File: src/rtl/issueq_freelist.sv
// Circular free list of issue-queue entry indices.
// Freed indices are appended at the tail in port order. Dispatch takes the
// four oldest indices from the head, all four or none. Stall is raised
// whenever fewer than four indices are held. A push that would take the
// occupancy past the list depth is dropped and latches a sticky overflow flag.
module issueq_freelist #(
    parameter int SIZE_ISSUEQ     = 64,
    parameter int SIZE_ISSUEQ_LOG = 6
) (
    input  logic                       clock,
    input  logic                       reset_n,

    input  logic                       freedValid0_i,
    input  logic                       freedValid1_i,
    input  logic                       freedValid2_i,
    input  logic                       freedValid3_i,
    input  logic [SIZE_ISSUEQ_LOG-1:0] freedEntry0_i,
    input  logic [SIZE_ISSUEQ_LOG-1:0] freedEntry1_i,
    input  logic [SIZE_ISSUEQ_LOG-1:0] freedEntry2_i,
    input  logic [SIZE_ISSUEQ_LOG-1:0] freedEntry3_i,

    input  logic                       dispatchReady_i,

    output logic [SIZE_ISSUEQ_LOG-1:0] freeEntry0_o,
    output logic [SIZE_ISSUEQ_LOG-1:0] freeEntry1_o,
    output logic [SIZE_ISSUEQ_LOG-1:0] freeEntry2_o,
    output logic [SIZE_ISSUEQ_LOG-1:0] freeEntry3_o,
    output logic                       stall_o,
    output logic [SIZE_ISSUEQ_LOG:0]   freeCount_o,
    output logic                       overflow_o
);

    localparam int PW = SIZE_ISSUEQ_LOG;       // pointer / index width
    localparam int CW = SIZE_ISSUEQ_LOG + 1;   // count width (0..SIZE_ISSUEQ)
    localparam int SW = SIZE_ISSUEQ_LOG + 2;   // headroom for count + 4

    logic [PW-1:0] slot_q [SIZE_ISSUEQ];
    logic [PW-1:0] head_q, head_d;
    logic [PW-1:0] tail_q, tail_d;
    logic [CW-1:0] count_q, count_d;
    logic          overflow_q, overflow_d;

    logic [3:0]    valid;
    logic [PW-1:0] entry  [4];
    logic [PW-1:0] wr_idx [4];
    logic [3:0]    wr_en;
    logic [2:0]    num_push;
    logic          pop;
    logic [SW-1:0] count_sum;
    logic          push_ok;

    assign valid    = {freedValid3_i, freedValid2_i, freedValid1_i, freedValid0_i};
    assign entry[0] = freedEntry0_i;
    assign entry[1] = freedEntry1_i;
    assign entry[2] = freedEntry2_i;
    assign entry[3] = freedEntry3_i;

    // Pack valid ports into consecutive slots starting at the tail.
    always_comb begin
        num_push = '0;
        for (int k = 0; k < 4; k++) begin
            wr_idx[k] = tail_q + PW'(num_push);
            num_push  = num_push + {2'b00, valid[k]};
        end
    end

    assign pop = dispatchReady_i & ~stall_o;

    // Full-width occupancy after this cycle; pops are always at least four
    // deep when taken, so the subtraction cannot wrap.
    assign count_sum = SW'(count_q) + SW'(num_push) - (pop ? SW'(4) : SW'(0));
    assign push_ok   = (count_sum <= SW'(SIZE_ISSUEQ));
    assign wr_en     = valid & {4{push_ok}};

    // Next-state pointers, occupancy and sticky overflow; an overflowing
    // cycle still pops but discards every push.
    always_comb begin
        head_d     = pop ? head_q + PW'(4) : head_q;
        overflow_d = overflow_q | ~push_ok;
        if (push_ok) begin
            tail_d  = tail_q + PW'(num_push);
            count_d = count_sum[CW-1:0];
        end else begin
            tail_d  = tail_q;
            count_d = count_q - (pop ? CW'(4) : CW'(0));
        end
    end

    // State registers; reset reloads the list with every index in order.
    always_ff @(posedge clock or negedge reset_n) begin
        if (!reset_n) begin
            head_q     <= '0;
            tail_q     <= '0;
            count_q    <= CW'(SIZE_ISSUEQ);
            overflow_q <= 1'b0;
            for (int i = 0; i < SIZE_ISSUEQ; i++) begin
                slot_q[i] <= PW'(i);
            end
        end else begin
            head_q     <= head_d;
            tail_q     <= tail_d;
            count_q    <= count_d;
            overflow_q <= overflow_d;
            for (int k = 0; k < 4; k++) begin
                if (wr_en[k]) begin
                    slot_q[wr_idx[k]] <= entry[k];
                end
            end
        end
    end

    // Head window is read from registered state only, so a same-cycle push
    // never shows up here until the following cycle.
    assign freeEntry0_o = slot_q[head_q];
    assign freeEntry1_o = slot_q[head_q + PW'(1)];
    assign freeEntry2_o = slot_q[head_q + PW'(2)];
    assign freeEntry3_o = slot_q[head_q + PW'(3)];
    assign stall_o      = (count_q < CW'(4));
    assign freeCount_o  = count_q;
    assign overflow_o   = overflow_q;

endmodule

File: config.mk
export PLATFORM = sky130hd
export DESIGN_NAME = issueq_freelist
export DESIGN_NICKNAME = d
export VERILOG_FILES = /design/src/rtl/issueq_freelist.sv
export SDC_FILE = /design/constraint.sdc
export NUM_CORES = 2
export LEC_CHECK = 0
export CAP_MARGIN = 20
export CORE_ASPECT_RATIO = 2
export CORE_MARGIN = 5
export CORE_UTILIZATION = 40
export DETAILED_ROUTE_END_ITERATION = 7
export HOLD_SLACK_MARGIN = 0.06
export PLACE_DENSITY_LB_ADDON = 0.3
export SETUP_SLACK_MARGIN = 0.02
export SLEW_MARGIN = 10
export SYNTH_ARGS = -nofsm -noshare
export SYNTH_HDL_FRONTEND = slang
export SYNTH_SLANG_ARGS = --single-unit
File: constraint.sdc
create_clock -name clock -period 7.55 [get_ports clock]
set_input_delay 1.51 -clock clock [delete_from_list [all_inputs] [get_ports clock]]
set_output_delay 1.51 -clock clock [all_outputs]
set_load 0.1 [all_outputs]
---- Word-level counts from Yosys, hierarchy flattened ----
Index checks and enable logic that the tools add are counted.
operators by class
  add/subtract/negate cells ............... 14
  multipliers ............................. 0
  div/mod/pow operators ................... 0
  magnitude comparators ................... 14
  eq/ne operators ......................... 0
  shift operators ......................... 0
  mux-type cells .......................... 31
  bitwise gates (word level) .............. 13
  reductions and logical operators ........ 4
operator list
  cell                                                                               count
  384-bit bitwise mux                                                                4
  384-bit two-way mux                                                                4
  6-bit binary-select mux with 6-bit select                                          4
  6-bit demux with 6-bit select                                                      4
  6-bit two-way mux                                                                  12
  7-bit >= comparator (second input constant)                                        8
  6-bit NOT with 7-bit output                                                        8
  7-bit by 1-bit < comparator with 1-bit output (second input constant)              4
  6-bit by 2-bit adder with 6-bit output (second input constant)                     2
  6-bit by 3-bit adder with 6-bit output                                             2
  7-bit by 3-bit adder with 8-bit output                                             1
  8-bit by 7-bit less-or-equal comparator with 1-bit output (second input constant)  1
  8-bit by 3-bit subtractor with 8-bit output                                        1
  7-bit by 3-bit < comparator with 1-bit output (second input constant)              1
  7-bit two-way mux                                                                  1
  7-bit by 3-bit subtractor with 7-bit output                                        1
  6-bit by 1-bit adder with 6-bit output                                             1
  6-bit by 1-bit adder with 6-bit output (second input constant)                     1
  6-bit by 2-bit adder with 6-bit output                                             1
  6-bit by 3-bit adder with 6-bit output (second input constant)                     1
  3-bit two-way mux                                                                  2
  4-bit bitwise AND                                                                  1
  1-bit logical AND                                                                  4
  2-bit by 1-bit adder with 3-bit output                                             1
  5 further kinds                                                                    6
word-level totals
  register bits ........................... 404
  bits in latches ......................... 0
  bits in writable memories ............... 0
  ROM bits ................................ 0
  input port bits ......................... 31
  output and inout port bits .............. 33
  logic and storage cells ................. 144
  memories ................................ 0

---- Depth between registers and ports, before layout ----
  depth after elaboration ................. 14
  gate-level depth with buffers ........... 22
  mapped depth without buffers ............ 17

---- Worst setup path after synthesis ----
No wires, ideal clock.
  path type ............................... input-to-reg
  start point ............................. in freedValid0_i
  end point ............................... reg slot_q[155] in the netlist's numbering
  setup time .............................. 0.098 ns
  arrival time ............................ 6.016 ns
  required time ........................... 7.452 ns
  slack ................................... 1.436 ns
  stages .................................. 15
  buffers on the path ..................... 2
  cell sequence ........................... fa_1 -> ha_1 -> fa_1 -> fa_1 -> ha_1 -> or2_2 -> a311oi_2 -> xor2_2 -> o41a_1 -> buf_6 -> or4_1 -> clkbuf_1 -> o22a_1 -> a221o_1 -> o311ai_1
on the way
  longest elaborated chain between the ends .. 14
  elaborated cells between the ends (all ways) .. 35
  those cells by class .................... add/sub (8); order compare (7); mux (13); bitwise (4); reduce/logical (3)
ends and longest elaborated chain
  element                                                    line  RTL
  start: declaration                                         13    input logic freedValid0_i,
  1-bit by 1-bit adder with 2-bit output                     63    num_push = num_push + {2'b00, valid[k]};
  2-bit by 1-bit adder with 3-bit output                     63
  3-bit by 1-bit adder with 3-bit output                     63
  7-bit by 3-bit adder with 8-bit output                     71    assign count_sum = SW'(count_q) + SW'(num_push) - (pop ? SW'(4) : SW'(0));
  8-bit by 3-bit subtractor with 8-bit output                71
  8-bit by 7-bit less-or-equal comparator with 1-bit output  72    assign push_ok = (count_sum <= SW'(SIZE_ISSUEQ));
  4-bit bitwise AND                                          73    assign wr_en = valid & {4{push_ok}};
  384-bit two-way mux                                        105   if (wr_en[k]) begin
  384-bit bitwise mux                                        106   slot_q[wr_idx[k]] <= entry[k];
  384-bit two-way mux                                        105
  384-bit bitwise mux                                        106
  384-bit two-way mux                                        105
  384-bit bitwise mux                                        106
  384-bit two-way mux (*)                                    105
  end signal: indexed assignment                             97    slot_q[i] <= PW'(i);
  end signal: indexed assignment                             106
  end: declaration                                           37    logic [PW-1:0] slot_q [SIZE_ISSUEQ];
Mark *: on every way between the ends. The rest lies on a longest branch, timed or not.
A chain may end at the register's enable or synchronous reset.

---- Worst setup path after layout ----
  start point ............................. in freedValid1_i
  end point ............................... reg slot_q[24] in the netlist's numbering
on the way
  longest elaborated chain between the ends .. 14
  elaborated cells between the ends (all ways) .. 28
  those cells by class .................... add/sub (7); order compare (5); mux (11); bitwise (3); reduce/logical (2)
ends and longest elaborated chain
  element                                                    line  RTL
  start: declaration                                         14    input logic freedValid1_i,
  1-bit by 1-bit adder with 2-bit output                     63
  2-bit by 1-bit adder with 3-bit output                     63
  3-bit by 1-bit adder with 3-bit output                     63
  7-bit by 3-bit adder with 8-bit output                     71
  8-bit by 3-bit subtractor with 8-bit output                71
  8-bit by 7-bit less-or-equal comparator with 1-bit output  72
  4-bit bitwise AND                                          73
  384-bit two-way mux                                        105
  384-bit bitwise mux                                        106
  384-bit two-way mux                                        105
  384-bit bitwise mux                                        106
  384-bit two-way mux                                        105
  384-bit bitwise mux                                        106
  384-bit two-way mux (*)                                    105
Marked as above.

==> metrics.cfg <==
[placed_design]
pre_cts_ws_ps = 21.06
place.gp.congestion = 1.095
dpl_cell_area_mm2 = 0.03566
dp.final_hpwl_um = 134200
numPortBuffers = 63

[cells_and_area]
area_growth_pct = 13.20
drive_above_1_share = 0.2277
final_nets = 3786
layout_commonest_cell = nor2_1
mostFrequentLayoutCells = 394 x nor2_1, 319 x nand2_1, 279 x buf_4, 228 x nor3_1, 206 x dfrtp_1
fin_util = 0.4556
final_area_mm2 = 0.03704

[route]
drtIter0Drc = 5820
routedWlPerCell_um = 40.08
drtPass1Iterations = 6
wl_um = 192700
vias_per_cell = 7.868
vias = 37830
postRouteAntennaNets = 0
post-route-drc-count = 0

[sta]
finalWorstSetupSlack_ps = 394.9
skew_ps = 17.81
fin_crit_sh = 0.9477
rsz0062_at_grt = false
max_clock_freq_mhz = 139.8
setup_tns_ps = 0
fin_crit_ps = 7155
relSlewSlack = 0.04106
slew_viol_final = 0
setup_viol = 0
hold_violations = 0
tightest_slew_ps = 1438

[worst_setup_path]
reg2reg_depth = 19
worst_setup_path_end_kind = flop
start_kind = input port
cp.required_ps = 8130
critPathMaxFanout = 8
crit_arrival_ps = 7740
path_class = in -> reg
rrSetupSlack_ps = 1600

[clocking]
cts_sinks = 402
clkTransAtPathRegs_ps = 70
post_cts_resized = 0
cts-root-buf = clkbuf_16
cts_buffers = 42
clockBufferDepth = 3
cts_setup_buffers = 0
clock_latency_ps = 650
htreeDepth = 2
cts_hold_buffers = 0
cts_tree = done

[logic_synthesis]
synth_flop_cell = dfrtp_1
synth_top_area_frac = 0.1598
synth-edff-count = 0
syn-cell-area_mm2 = 0.03272
synth_area_leaders = dfrtp_1 16%, dfstp_2 15%, mux4_2 8.3%
synthesis.nets = 3715
synth_cell_type_count = 102
ys_ff_latch = 402
synth.yosys.seq_area_share = 0.3148
async_reset_ff_frac = 1.000
yosysWarnings = 0
yosysTopAreaCell = dfrtp_1
syn-instance-count = 3648
synth.avg_cell_area_um2 = 8.970

[grt]
antenna_found_initial = 12
grt_usage = 0.4219
grt_pass1_wl_um = 271100
grt_max_degree = 148
grt_overflow_total = 0
grt_pass1_vias = 38040

[pwr]
comb_power_share = 0.660
seq_power_share = 0.222
power.internal_mw = 8.408
pwr-share-clk = 0.117
ir_drop_mv = 0.4715
p_switching_mw = 10.65
p_leak_nw = 13.41
switching_share = 0.5587
pwr_density_cell_mw_per_mm2 = 514.4

[floorplan]
fp-row-count = 148
core_mm2 = 0.08129
die_w_um = 212.2
die_area_mm2 = 0.08797
start_util = 0.4025
die_y_um = 414.5
pin_count = 64

[job]
maxCapViolCount = 0

[hold_path]
hold_depth = 1
hold_class = reg -> reg

[run_status]
status = finished, final reports clean

cells by family after synthesis:
family	Yosys count	synth area share
buf+inv	362	0.05204
fa+ha+maj	36	0.01514
simple gates	1379	0.2170
compound gates	1283	0.2990
flops	402	0.3148
mux	160	0.09487
xor+xnor	26	0.007189
synthesized netlist by cell type, types with 20 or more instances:
library cell,instances
a221o_1,137
nand3_1,121
and2_1,24
ha_1,30
o21ai_0,169
a221oi_1,141
a211oi_1,86
dfrtp_1,209
a22o_1,49
nand4_1,74
dfstp_2,193
o31ai_1,41
inv_1,20
buf_6,21
nor4_2,22
buf_2,76
nor3_1,236
nor4_4,24
mux4_2,120
xnor2_1,21
nor2_1,395
mux2i_1,39
a21boi_0,30
buf_1,42
o21ai_1,59
a32oi_1,37
o211ai_1,108
a22oi_1,61
a21oi_1,104
nor3_2,20
o22ai_1,34
nand2_1,319
and3_1,26
clkbuf_1,178
a211o_1,82
routing by layer:
metal,global-route usage,vias to the layer above,part of all wire
li1,-,14610,-
met4,0.4071,6,0.13
met1,0.4414,18180,0.30
met5,0.0005653,-,0.00052
met2,0.6684,3549,0.45
met3,0.1143,1481,0.11
layout make-up:
cell class	instances	area, um^2
Antenna cell	7	17.52
Clock buffer	63	1264
Clock inverter	13	98.84
Fill cell	7936	44250
Inverter	24	90.09
Multi-Input combinational cell	2884	20840
Sequential cell	402	10310
Tap cell	1050	1314
Timing Repair Buffer	365	3105
state kept, by name, indices dropped and copies added, names as in the netlist:
signal       count
tail_q           6
overflow_o       1
head_q           4
slot_q         384
freeCount_o      7
per-stage QoR:
stage / power (mW) / instances / hold WS, ps
floorplan: 11.75 / 3648 / 519.7
CTS: 18.36 / 4801 / 476.0
detailed placement: 16.13 / 4725 / 456.1
global route: 19.32 / 4801 / 522.6
global placement: 16.06 / 4725 / 464.2
finish: 19.05 / 4808 / 484.0
final timing paths:
| check | start | to |
|---|---|---|
| max | freedValid1_i | slot_q[24]$_DFF_PN1_ |
| min | overflow_o$_DFF_PN0_ | overflow_o$_DFF_PN0_ |
| max reg2reg | freeCount_o[4]$_DFF_PN0_ | slot_q[24]$_DFF_PN1_ |
| min reg2reg | overflow_o$_DFF_PN0_ | overflow_o$_DFF_PN0_ |
| max in group asynchronous | reset_n | slot_q[198]$_DFF_PN0_ |
| min in group asynchronous | reset_n | head_q[3]$_DFFE_PN0P_ |
power by group through the flow:
stage          sequential, mW  combinational (mW)  clock [mW]
2_1_floorplan            3.79                7.97           0
3_3_place_gp             4.17                11.9           0
3_5_place_dp             4.17                12.0           0
4_1_cts                  4.15                12.0        2.21
5_1_grt                  4.26                12.8        2.31
6_report                 4.24                12.6        2.24
worst max-delay path: stages:
cell and delay (ps):
clkdlybuf4s50_1 450, fa_1 620, ha_1 270, fa_1 500, fa_1 460, ha_1 230
or3b_1 400, and3_4 230, o311ai_2 500, buf_4 310, nand4_1 680, buf_4 440
nor3_1 620, a211oi_1 140, nor3_1 220, a211o_1 140
Note: power is estimated with default switching activity, not from simulation.
